==> config.mk <==
export PLATFORM = sky130hd
export DESIGN_NAME = ddr_cmd_sequencer
export DESIGN_NICKNAME = d
export VERILOG_FILES = /design/src/rtl/ddr_cmd_pkg.sv /design/src/rtl/ddr_bank_tracker.sv /design/src/rtl/ddr_cmd_sequencer.sv
export SDC_FILE = /design/constraint.sdc
export NUM_CORES = 1
export LEC_CHECK = 0
export BUFFER_PORTS_ARGS = -buffer_cell sky130_fd_sc_hd__buf_2
export CORE_MARGIN = 2
export CORE_UTILIZATION = 50
export DETAILED_ROUTE_END_ITERATION = 7
export PLACE_DENSITY = 0.68
export SKIP_LAST_GASP = 1
export SYNTH_ARGS = -nofsm -noshare
export SYNTH_HDL_FRONTEND = slang
export SYNTH_HIERARCHICAL = 1
export SYNTH_SLANG_ARGS = --single-unit
==> constraint.sdc <==
create_clock -name CK_t -period 7.43 [get_ports CK_t]
set_input_delay 0 -clock CK_t [delete_from_list [all_inputs] [get_ports CK_t]]
set_output_delay 0 -clock CK_t [all_outputs]
set_load 0.01 [all_outputs]
==> src/rtl/ddr_cmd_pkg.sv <==
// DDR4 command sequencer shared types.
// Command codes, default timings, pin bundle and RAS/CAS/WE encoding.
package ddr_cmd_pkg;

  typedef enum logic [2:0] {
    NOP  = 3'd0,
    ACT  = 3'd1,
    RD   = 3'd2,
    WR   = 3'd3,
    PRE  = 3'd4,
    PREA = 3'd5,
    REF  = 3'd6
  } cmd_t;

  localparam int T_RCD_DEF = 4;
  localparam int T_RP_DEF  = 4;
  localparam int T_CCD_DEF = 4;
  localparam int T_RFC_DEF = 20;
  localparam int CNT_W     = 8;

  typedef struct packed {
    logic       cs_n;
    logic       act_n;
    logic       ras_n;
    logic       cas_n;
    logic       we_n;
    logic       a17;
    logic       a13;
    logic       a12;
    logic       a11;
    logic       a10;
    logic [9:0] a9_0;
  } pins_t;

  localparam pins_t PINS_DES = pins_t'({5'b11111, 15'b0});

  function automatic logic [2:0] rcw(cmd_t c);
    case (c)
      RD:      return 3'b101;
      WR:      return 3'b100;
      PRE:     return 3'b010;
      PREA:    return 3'b010;
      REF:     return 3'b001;
      default: return 3'b111;
    endcase
  endfunction

endpackage

==> src/rtl/ddr_bank_tracker.sv <==
// Per-bank open flag and tRCD/tRP countdown.
// busy holds off same-bank commands until the counter drains.
module ddr_bank_tracker
  import ddr_cmd_pkg::*;
#(
  parameter int T_RCD = T_RCD_DEF,
  parameter int T_RP  = T_RP_DEF
) (
  input  logic clk,
  input  logic rst_n,
  input  logic act,
  input  logic pre,
  output logic open,
  output logic busy
);

  logic [CNT_W-1:0] cnt;

  always_ff @(posedge clk or negedge rst_n) begin
    if (!rst_n) begin
      open <= 1'b0;
      cnt  <= '0;
    end else if (act) begin
      open <= 1'b1;
      cnt  <= CNT_W'(T_RCD - 1);
    end else if (pre && open) begin
      open <= 1'b0;
      cnt  <= CNT_W'(T_RP - 1);
    end else if (cnt != '0) begin
      cnt <= cnt - 1'b1;
    end
  end

  assign busy = (cnt != '0);

endmodule

==> src/rtl/ddr_cmd_sequencer.sv <==
// DDR4 command sequencer: legality, spacing and registered pin encode.
// Illegal commands are accepted, dropped and flagged one cycle later.
module ddr_cmd_sequencer
  import ddr_cmd_pkg::*;
#(
  parameter int ROW_WIDTH = 14,
  parameter int BG_WIDTH  = 2,
  parameter int BA_WIDTH  = 2,
  parameter int T_RCD     = T_RCD_DEF,
  parameter int T_RP      = T_RP_DEF,
  parameter int T_CCD     = T_CCD_DEF,
  parameter int T_RFC     = T_RFC_DEF
) (
  input  logic                 CK_t,
  input  logic                 reset_n,
  input  logic                 cmd_valid,
  output logic                 cmd_ready,
  input  logic [2:0]           cmd_type,
  input  logic [BG_WIDTH-1:0]  cmd_bg,
  input  logic [BA_WIDTH-1:0]  cmd_ba,
  input  logic [ROW_WIDTH-1:0] cmd_row,
  input  logic [9:0]           cmd_col,
  input  logic                 cmd_ap,
  input  logic                 cmd_bc_n,
  output logic                 cs_n,
  output logic                 act_n,
  output logic                 RAS_n_A16,
  output logic                 CAS_n_A15,
  output logic                 WE_n_A14,
  output logic [BG_WIDTH-1:0]  bg_addr,
  output logic [BA_WIDTH-1:0]  ba_addr,
  output logic                 A17,
  output logic                 A13,
  output logic                 A12_BC_n,
  output logic                 A11,
  output logic                 A10_AP,
  output logic [9:0]           A9_A0,
  output logic                 cmd_err,
  output logic [2**(BG_WIDTH+BA_WIDTH)-1:0] bank_open
);

  localparam int IW = BG_WIDTH + BA_WIDTH;
  localparam int NB = 2**IW;

  cmd_t             ct;
  logic [IW-1:0]    idx;
  logic [NB-1:0]    busy;
  logic [CNT_W-1:0] ccd_cnt, rfc_cnt;
  logic             illegal, stall, xfer, issue, col_cmd;
  logic [17:0]      row18;
  pins_t            pn, pq;
  logic [BG_WIDTH-1:0] bg_n;
  logic [BA_WIDTH-1:0] ba_n;

  assign ct      = cmd_t'(cmd_type);
  assign idx     = {cmd_bg, cmd_ba};
  assign row18   = 18'(cmd_row);
  assign col_cmd = (ct == RD) || (ct == WR);

  always_comb begin
    illegal = 1'b0;
    stall   = 1'b0;
    case (ct)
      ACT: begin
        illegal = bank_open[idx];
        stall   = busy[idx] || (rfc_cnt != '0);
      end
      RD, WR: begin
        illegal = !bank_open[idx];
        stall   = busy[idx] || (ccd_cnt != '0);
      end
      PRE:  stall = busy[idx];
      PREA: stall = |busy;
      REF: begin
        illegal = |bank_open;
        stall   = (|busy) || (rfc_cnt != '0);
      end
      default: ;
    endcase
  end

  assign cmd_ready = illegal || !stall;
  assign xfer      = cmd_valid && cmd_ready;
  assign issue     = xfer && !illegal &&
                     (ct inside {ACT, RD, WR, PRE, PREA, REF});

  for (genvar i = 0; i < NB; i++) begin : g_bank
    logic hit;
    assign hit = (idx == IW'(i));
    ddr_bank_tracker #(
      .T_RCD(T_RCD),
      .T_RP (T_RP)
    ) u_bank (
      .clk  (CK_t),
      .rst_n(reset_n),
      .act  (issue && hit && (ct == ACT)),
      .pre  (issue && ((ct == PREA) || (hit &&
             ((ct == PRE) || (col_cmd && cmd_ap))))),
      .open (bank_open[i]),
      .busy (busy[i])
    );
  end

  always_ff @(posedge CK_t or negedge reset_n) begin
    if (!reset_n) begin
      ccd_cnt <= '0;
      rfc_cnt <= '0;
    end else begin
      if (issue && col_cmd)
        ccd_cnt <= CNT_W'(T_CCD - 1);
      else if (ccd_cnt != '0)
        ccd_cnt <= ccd_cnt - 1'b1;
      if (issue && (ct == REF))
        rfc_cnt <= CNT_W'(T_RFC - 1);
      else if (rfc_cnt != '0)
        rfc_cnt <= rfc_cnt - 1'b1;
    end
  end

  always_comb begin
    pn   = PINS_DES;
    bg_n = '0;
    ba_n = '0;
    if (issue) begin
      pn.cs_n  = 1'b0;
      pn.act_n = 1'b1;
      {pn.ras_n, pn.cas_n, pn.we_n} = rcw(ct);
      case (ct)
        ACT: begin
          pn.act_n = 1'b0;
          {pn.a17, pn.ras_n, pn.cas_n, pn.we_n, pn.a13,
           pn.a12, pn.a11, pn.a10, pn.a9_0} = row18;
          bg_n = cmd_bg;
          ba_n = cmd_ba;
        end
        RD, WR: begin
          pn.a9_0 = cmd_col;
          pn.a10  = cmd_ap;
          pn.a12  = cmd_bc_n;
          bg_n    = cmd_bg;
          ba_n    = cmd_ba;
        end
        PRE: begin
          bg_n = cmd_bg;
          ba_n = cmd_ba;
        end
        PREA:    pn.a10 = 1'b1;
        default: ;
      endcase
    end
  end

  always_ff @(posedge CK_t or negedge reset_n) begin
    if (!reset_n) begin
      pq      <= PINS_DES;
      bg_addr <= '0;
      ba_addr <= '0;
      cmd_err <= 1'b0;
    end else begin
      pq      <= pn;
      bg_addr <= bg_n;
      ba_addr <= ba_n;
      cmd_err <= xfer && illegal;
    end
  end

  assign cs_n      = pq.cs_n;
  assign act_n     = pq.act_n;
  assign RAS_n_A16 = pq.ras_n;
  assign CAS_n_A15 = pq.cas_n;
  assign WE_n_A14  = pq.we_n;
  assign A17       = pq.a17;
  assign A13       = pq.a13;
  assign A12_BC_n  = pq.a12;
  assign A11       = pq.a11;
  assign A10_AP    = pq.a10;
  assign A9_A0     = pq.a9_0;

endmodule

==> metrics.txt <==
# TYPE chip_impl_metric gauge
chip_impl_info{name="run_status",value="finished clean"} 1
chip_impl_info{name="critical_path.cell_chain",value="nor4_1 > nand2_1 > mux4_2 > nand2b_1 > o2111ai_1 > and4b_2 > nand4_1 > buf_8 > a211o_1 > dlygate4sd3_1"} 1
chip_impl_metric{name="numCtsBuffers",unit=""} 17
chip_impl_info{name="startpoint_type_of_the_worst_setup_path",value="flop"} 1
chip_impl_info{name="timing.hold.worst.class",value="in -> async"} 1
chip_impl_metric{name="grt_max_degree",unit=""} 118
chip_impl_info{name="worst_setup_path_end_kind",value="flop"} 1
chip_impl_metric{name="p_per_area",unit="nW/um^2"} 339
chip_impl_metric{name="sw_frac_of_total",unit=""} 0.380
chip_impl_metric{name="drt_first_iter_violations",unit=""} 682
chip_impl_metric{name="area_growth_syn_to_layout",unit="%"} 16.0
chip_impl_metric{name="finalWirelength",unit="um"} 24900
chip_impl_metric{name="post-route-cell-area",unit="um^2"} 12200
chip_impl_metric{name="crit_path_max_fanout",unit=""} 16
chip_impl_metric{name="cts.htree.levels",unit=""} 4
chip_impl_metric{name="vias",unit=""} 8905
chip_impl_metric{name="rows",unit=""} 52
chip_impl_metric{name="max_cap_viol_count",unit=""} 0
chip_impl_metric{name="clock_power_share",unit=""} 0.218
chip_impl_metric{name="grt.total_usage",unit=""} 0.234
chip_impl_metric{name="dpl.hpwl",unit="um"} 17100
chip_impl_metric{name="synth.yosys.warnings",unit=""} 6
chip_impl_metric{name="dpl-instance-area",unit="um^2"} 11200
chip_impl_metric{name="cts_resized",unit=""} 0
chip_impl_metric{name="report.final.slew_viol_count",unit=""} 0
chip_impl_metric{name="gp_congestion",unit=""} 0.875
chip_impl_metric{name="synth-edff-count",unit=""} 0
chip_impl_metric{name="ios",unit=""} 78
chip_impl_metric{name="detail-route-antenna-nets",unit=""} 0
chip_impl_metric{name="netlist-cell-type-count",unit=""} 49
chip_impl_metric{name="power.share.sequential",unit=""} 0.436
chip_impl_metric{name="die_area",unit="um^2"} 22200
chip_impl_metric{name="first_pass_grt_wire_length",unit="um"} 41800
chip_impl_metric{name="vdd_ir_drop_max",unit="uV"} 157
chip_impl_metric{name="tns",unit="ns"} 0
chip_impl_metric{name="worst_pin_slew",unit="ns"} 1.20
chip_impl_metric{name="worst_ep_required_time",unit="ns"} 7.79
chip_impl_metric{name="first_global_vias",unit=""} 8291
chip_impl_metric{name="grt_remaining_overflow",unit=""} 0
chip_impl_metric{name="die_w",unit="um"} 149
chip_impl_metric{name="synthesis.nets",unit=""} 1170
chip_impl_metric{name="final.min_clock_period",unit="ns"} 4.66
chip_impl_info{name="clock_tree_from_tritoncts",value="done"} 1
chip_impl_metric{name="avgRoutedWirePerCell",unit="um"} 16.6
chip_impl_metric{name="port-buffer-count",unit=""} 76
chip_impl_metric{name="final_layout_size_suffix_gt1_frac",unit=""} 0.176
chip_impl_info{name="root_buffer",value="sky130_fd_sc_hd__clkbuf_16"} 1
chip_impl_info{name="synth_ff_type",value="sky130_fd_sc_hd__dfrtp_1"} 1
chip_impl_metric{name="netlist_instances",unit=""} 1099
chip_impl_metric{name="setup_viol",unit=""} 0
chip_impl_metric{name="relative_slew_slack",unit=""} 0.192
chip_impl_info{name="rsz_0062_raised_after_global_routing",value="false"} 1
chip_impl_metric{name="synthesis.area",unit="um^2"} 10500
chip_impl_metric{name="fmax",unit="MHz"} 215
chip_impl_metric{name="via_per_inst",unit=""} 5.92
chip_impl_metric{name="antenna_found_initial",unit=""} 0
chip_impl_metric{name="hold_violations",unit=""} 0
chip_impl_metric{name="placeableCoreArea",unit="um^2"} 20400
chip_impl_metric{name="initial_util",unit=""} 0.514
chip_impl_metric{name="finalPower",unit="mW"} 4.12
chip_impl_metric{name="power_report.internal_total",unit="mW"} 2.55
chip_impl_metric{name="comb_power_share",unit=""} 0.346
chip_impl_metric{name="drt-pass1-iter-count",unit=""} 5
chip_impl_metric{name="arrival",unit="ns"} 5.02
chip_impl_metric{name="synth_async_sr_flop_share",unit=""} 1.00
chip_impl_metric{name="drc",unit=""} 0
chip_impl_metric{name="num_antenna_cells",unit=""} 0
chip_impl_metric{name="finalNetCount",unit=""} 1292
chip_impl_metric{name="synth-seq-area-share",unit=""} 0.439
chip_impl_info{name="timing.critical_path.slowest_stage_cell",value="sky130_fd_sc_hd__nor4_1"} 1
chip_impl_metric{name="finalCritPeriodShare",unit=""} 0.627
chip_impl_metric{name="synth.ff_latch_count",unit=""} 184
chip_impl_metric{name="power.switching",unit="mW"} 1.57
chip_impl_metric{name="crit_path_max_incr_delay",unit="ns"} 1.00
chip_impl_metric{name="die-height",unit="um"} 149
chip_impl_metric{name="worst_skew_pair.late_latency",unit="ns"} 0.44
chip_impl_metric{name="worst_setup_hold_path_clk_slew",unit="ns"} 0.07
chip_impl_metric{name="finClkSkew",unit="ns"} 0.00915
chip_impl_info{name="worstSetupPathType",value="reg -> reg"} 1
chip_impl_metric{name="cts_max_path_buffers",unit=""} 2
chip_impl_metric{name="synth.avg_cell_area",unit="um^2"} 9.55
chip_impl_metric{name="p_leak",unit="nW"} 5.08
chip_impl_metric{name="clock_sink_count",unit=""} 184
## stage by stage
step	setup slack (ns)	hold WS [ns]	utilization	cells
2_1_floorplan	4.22	-0.296	-	1099
3_3_place_gp	2.59	0.209	0.548	1435
3_5_place_dp	3.22	0.211	0.549	1436
4_1_cts	2.87	0.304	0.595	1504
5_1_grt	2.46	0.335	0.595	1504
6_report	2.77	0.240	0.595	1504
## placed cells by master (no fill, tap or decap), types with 29 or more instances in the layout
cell type / count
sky130_fd_sc_hd__a2111o_1: 32
sky130_fd_sc_hd__a21o_1: 51
sky130_fd_sc_hd__a21oi_1: 148
sky130_fd_sc_hd__buf_2: 75
sky130_fd_sc_hd__dfrtp_1: 179
sky130_fd_sc_hd__dlygate4sd3_1: 36
sky130_fd_sc_hd__ha_1: 35
sky130_fd_sc_hd__inv_1: 57
sky130_fd_sc_hd__nand2_1: 50
sky130_fd_sc_hd__nand2b_1: 41
sky130_fd_sc_hd__nor2_1: 36
sky130_fd_sc_hd__nor3_1: 63
sky130_fd_sc_hd__nor4_1: 29
sky130_fd_sc_hd__o21ai_0: 102
sky130_fd_sc_hd__or4_1: 34
## cells in the mapped netlist, types with 2 or more instances
library cell / count / area share
sky130_fd_sc_hd__ha_1: 35 / 0.042
sky130_fd_sc_hd__o21ai_0: 102 / 0.049
sky130_fd_sc_hd__xor2_1: 4 / 0.0033
sky130_fd_sc_hd__nor3b_1: 18 / 0.013
sky130_fd_sc_hd__or4_1: 34 / 0.024
sky130_fd_sc_hd__nand2b_1: 41 / 0.024
sky130_fd_sc_hd__a21oi_1: 148 / 0.071
sky130_fd_sc_hd__a21o_1: 51 / 0.036
sky130_fd_sc_hd__a2111o_1: 32 / 0.034
sky130_fd_sc_hd__xnor2_1: 5 / 0.0042
sky130_fd_sc_hd__clkbuf_1: 11 / 0.0039
sky130_fd_sc_hd__and2_1: 4 / 0.0024
sky130_fd_sc_hd__or3b_2: 16 / 0.013
sky130_fd_sc_hd__nor2_1: 36 / 0.013
sky130_fd_sc_hd__or3_2: 16 / 0.011
sky130_fd_sc_hd__inv_1: 57 / 0.020
sky130_fd_sc_hd__nor4_1: 29 / 0.017
sky130_fd_sc_hd__nor3_1: 63 / 0.030
sky130_fd_sc_hd__a211o_2: 16 / 0.015
sky130_fd_sc_hd__buf_2: 4 / 0.0019
sky130_fd_sc_hd__dfstp_2: 5 / 0.013
sky130_fd_sc_hd__or2_2: 18 / 0.011
sky130_fd_sc_hd__a21boi_0: 16 / 0.011
sky130_fd_sc_hd__nor2b_1: 21 / 0.013
sky130_fd_sc_hd__nand3_1: 4 / 0.0019
sky130_fd_sc_hd__mux4_2: 6 / 0.013
sky130_fd_sc_hd__or4_4: 17 / 0.018
sky130_fd_sc_hd__nand2_1: 50 / 0.018
sky130_fd_sc_hd__a22oi_1: 14 / 0.010
sky130_fd_sc_hd__or3_1: 16 / 0.0095
sky130_fd_sc_hd__o31ai_1: 5 / 0.0036
sky130_fd_sc_hd__buf_1: 2 / 0.00072
sky130_fd_sc_hd__nand4_1: 4 / 0.0024
sky130_fd_sc_hd__mux2i_1: 6 / 0.0057
sky130_fd_sc_hd__dfrtp_1: 179 / 0.43
## per-layer routing
metal	track usage	routed length, um	vias to the layer above
met5	0	0	-
met4	0.0633	329	0
met3	0.0346	1200	27
met2	0.380	11600	214
met1	0.330	11800	4269
li1	-	-	4395
## final timing paths
path / endpoint / depth (start not counted) / from / slack, ns
min: rfc_cnt[6] / 2 / reset_n / 0.24
min reg2reg: ccd_cnt[6] / 1 / ccd_cnt[6] / 0.49
max reg2reg: RAS_n_A16 / 10 / g_bank[7].u_bank/cnt[3] / 2.77
max in group asynchronous: g_bank[15].u_bank/open / 3 / reset_n / 5.76
max: RAS_n_A16 / 10 / g_bank[7].u_bank/cnt[3] / 2.77
min in group CK_t: A13 / 4 / cmd_row[13] / 0.32
## cell type report
class | count | area (um^2)
Clock inverter | 15 | 161
Fill cell | 1735 | 8260
Multi-Input combinational cell | 839 | 5580
Timing Repair Buffer | 122 | 832
Inverter | 57 | 214
Clock buffer | 17 | 425
Tap cell | 270 | 338
Sequential cell | 184 | 4610
## power by group through the flow
stage                     Sequential, mW  Clock, mW  Combinational, mW
after global routing                1.87      0.961               1.64
after detailed placement            1.80          0               1.41
final                               1.80      0.897               1.43
after floorplan                     1.70          0               1.12
after global placement              1.79          0               1.37
after CTS                           1.79      0.922               1.43
## worst max-delay path, delay by kind of cell (launching register included)
kind / cells / cell delay, ns
muxes: 1 / 0.52
buffers and inverters: 2 / 0.95
DFF: 1 / 0.45
and+or+nand+nor: 5 / 2.36
AOI/OAI and AO/OA: 2 / 0.32
## logic make-up after synthesis
group,after synthesis,share of synthesized area
buffers and inverters,76,0.0287
xor gates and xnor gates,9,0.00751
muxes,12,0.0186
DFF,184,0.439
adders and majority gates,35,0.0417
AOI/OAI and AO/OA,388,0.234
and+or+nand+nor,394,0.230
other,1,0.000357
## timing repair
action	CTS	global route
setup buffers	0	0
hold buffers	36	0
endpoints found under the hold margin	134	0
## state kept, by name, summed over array words and instances (netlist names)
register and count:
g_bank.u_bank/cnt 128, g_bank.u_bank/open 16, A9_A0 10, ccd_cnt 8, rfc_cnt 8, ba_addr 2
bg_addr 2, A10_AP 1, A11 1, A12_BC_n 1, A13 1, CAS_n_A15 1
RAS_n_A16 1, WE_n_A14 1, act_n 1, cmd_err 1, cs_n 1
Note: power is estimated with default switching activity, not from simulation.
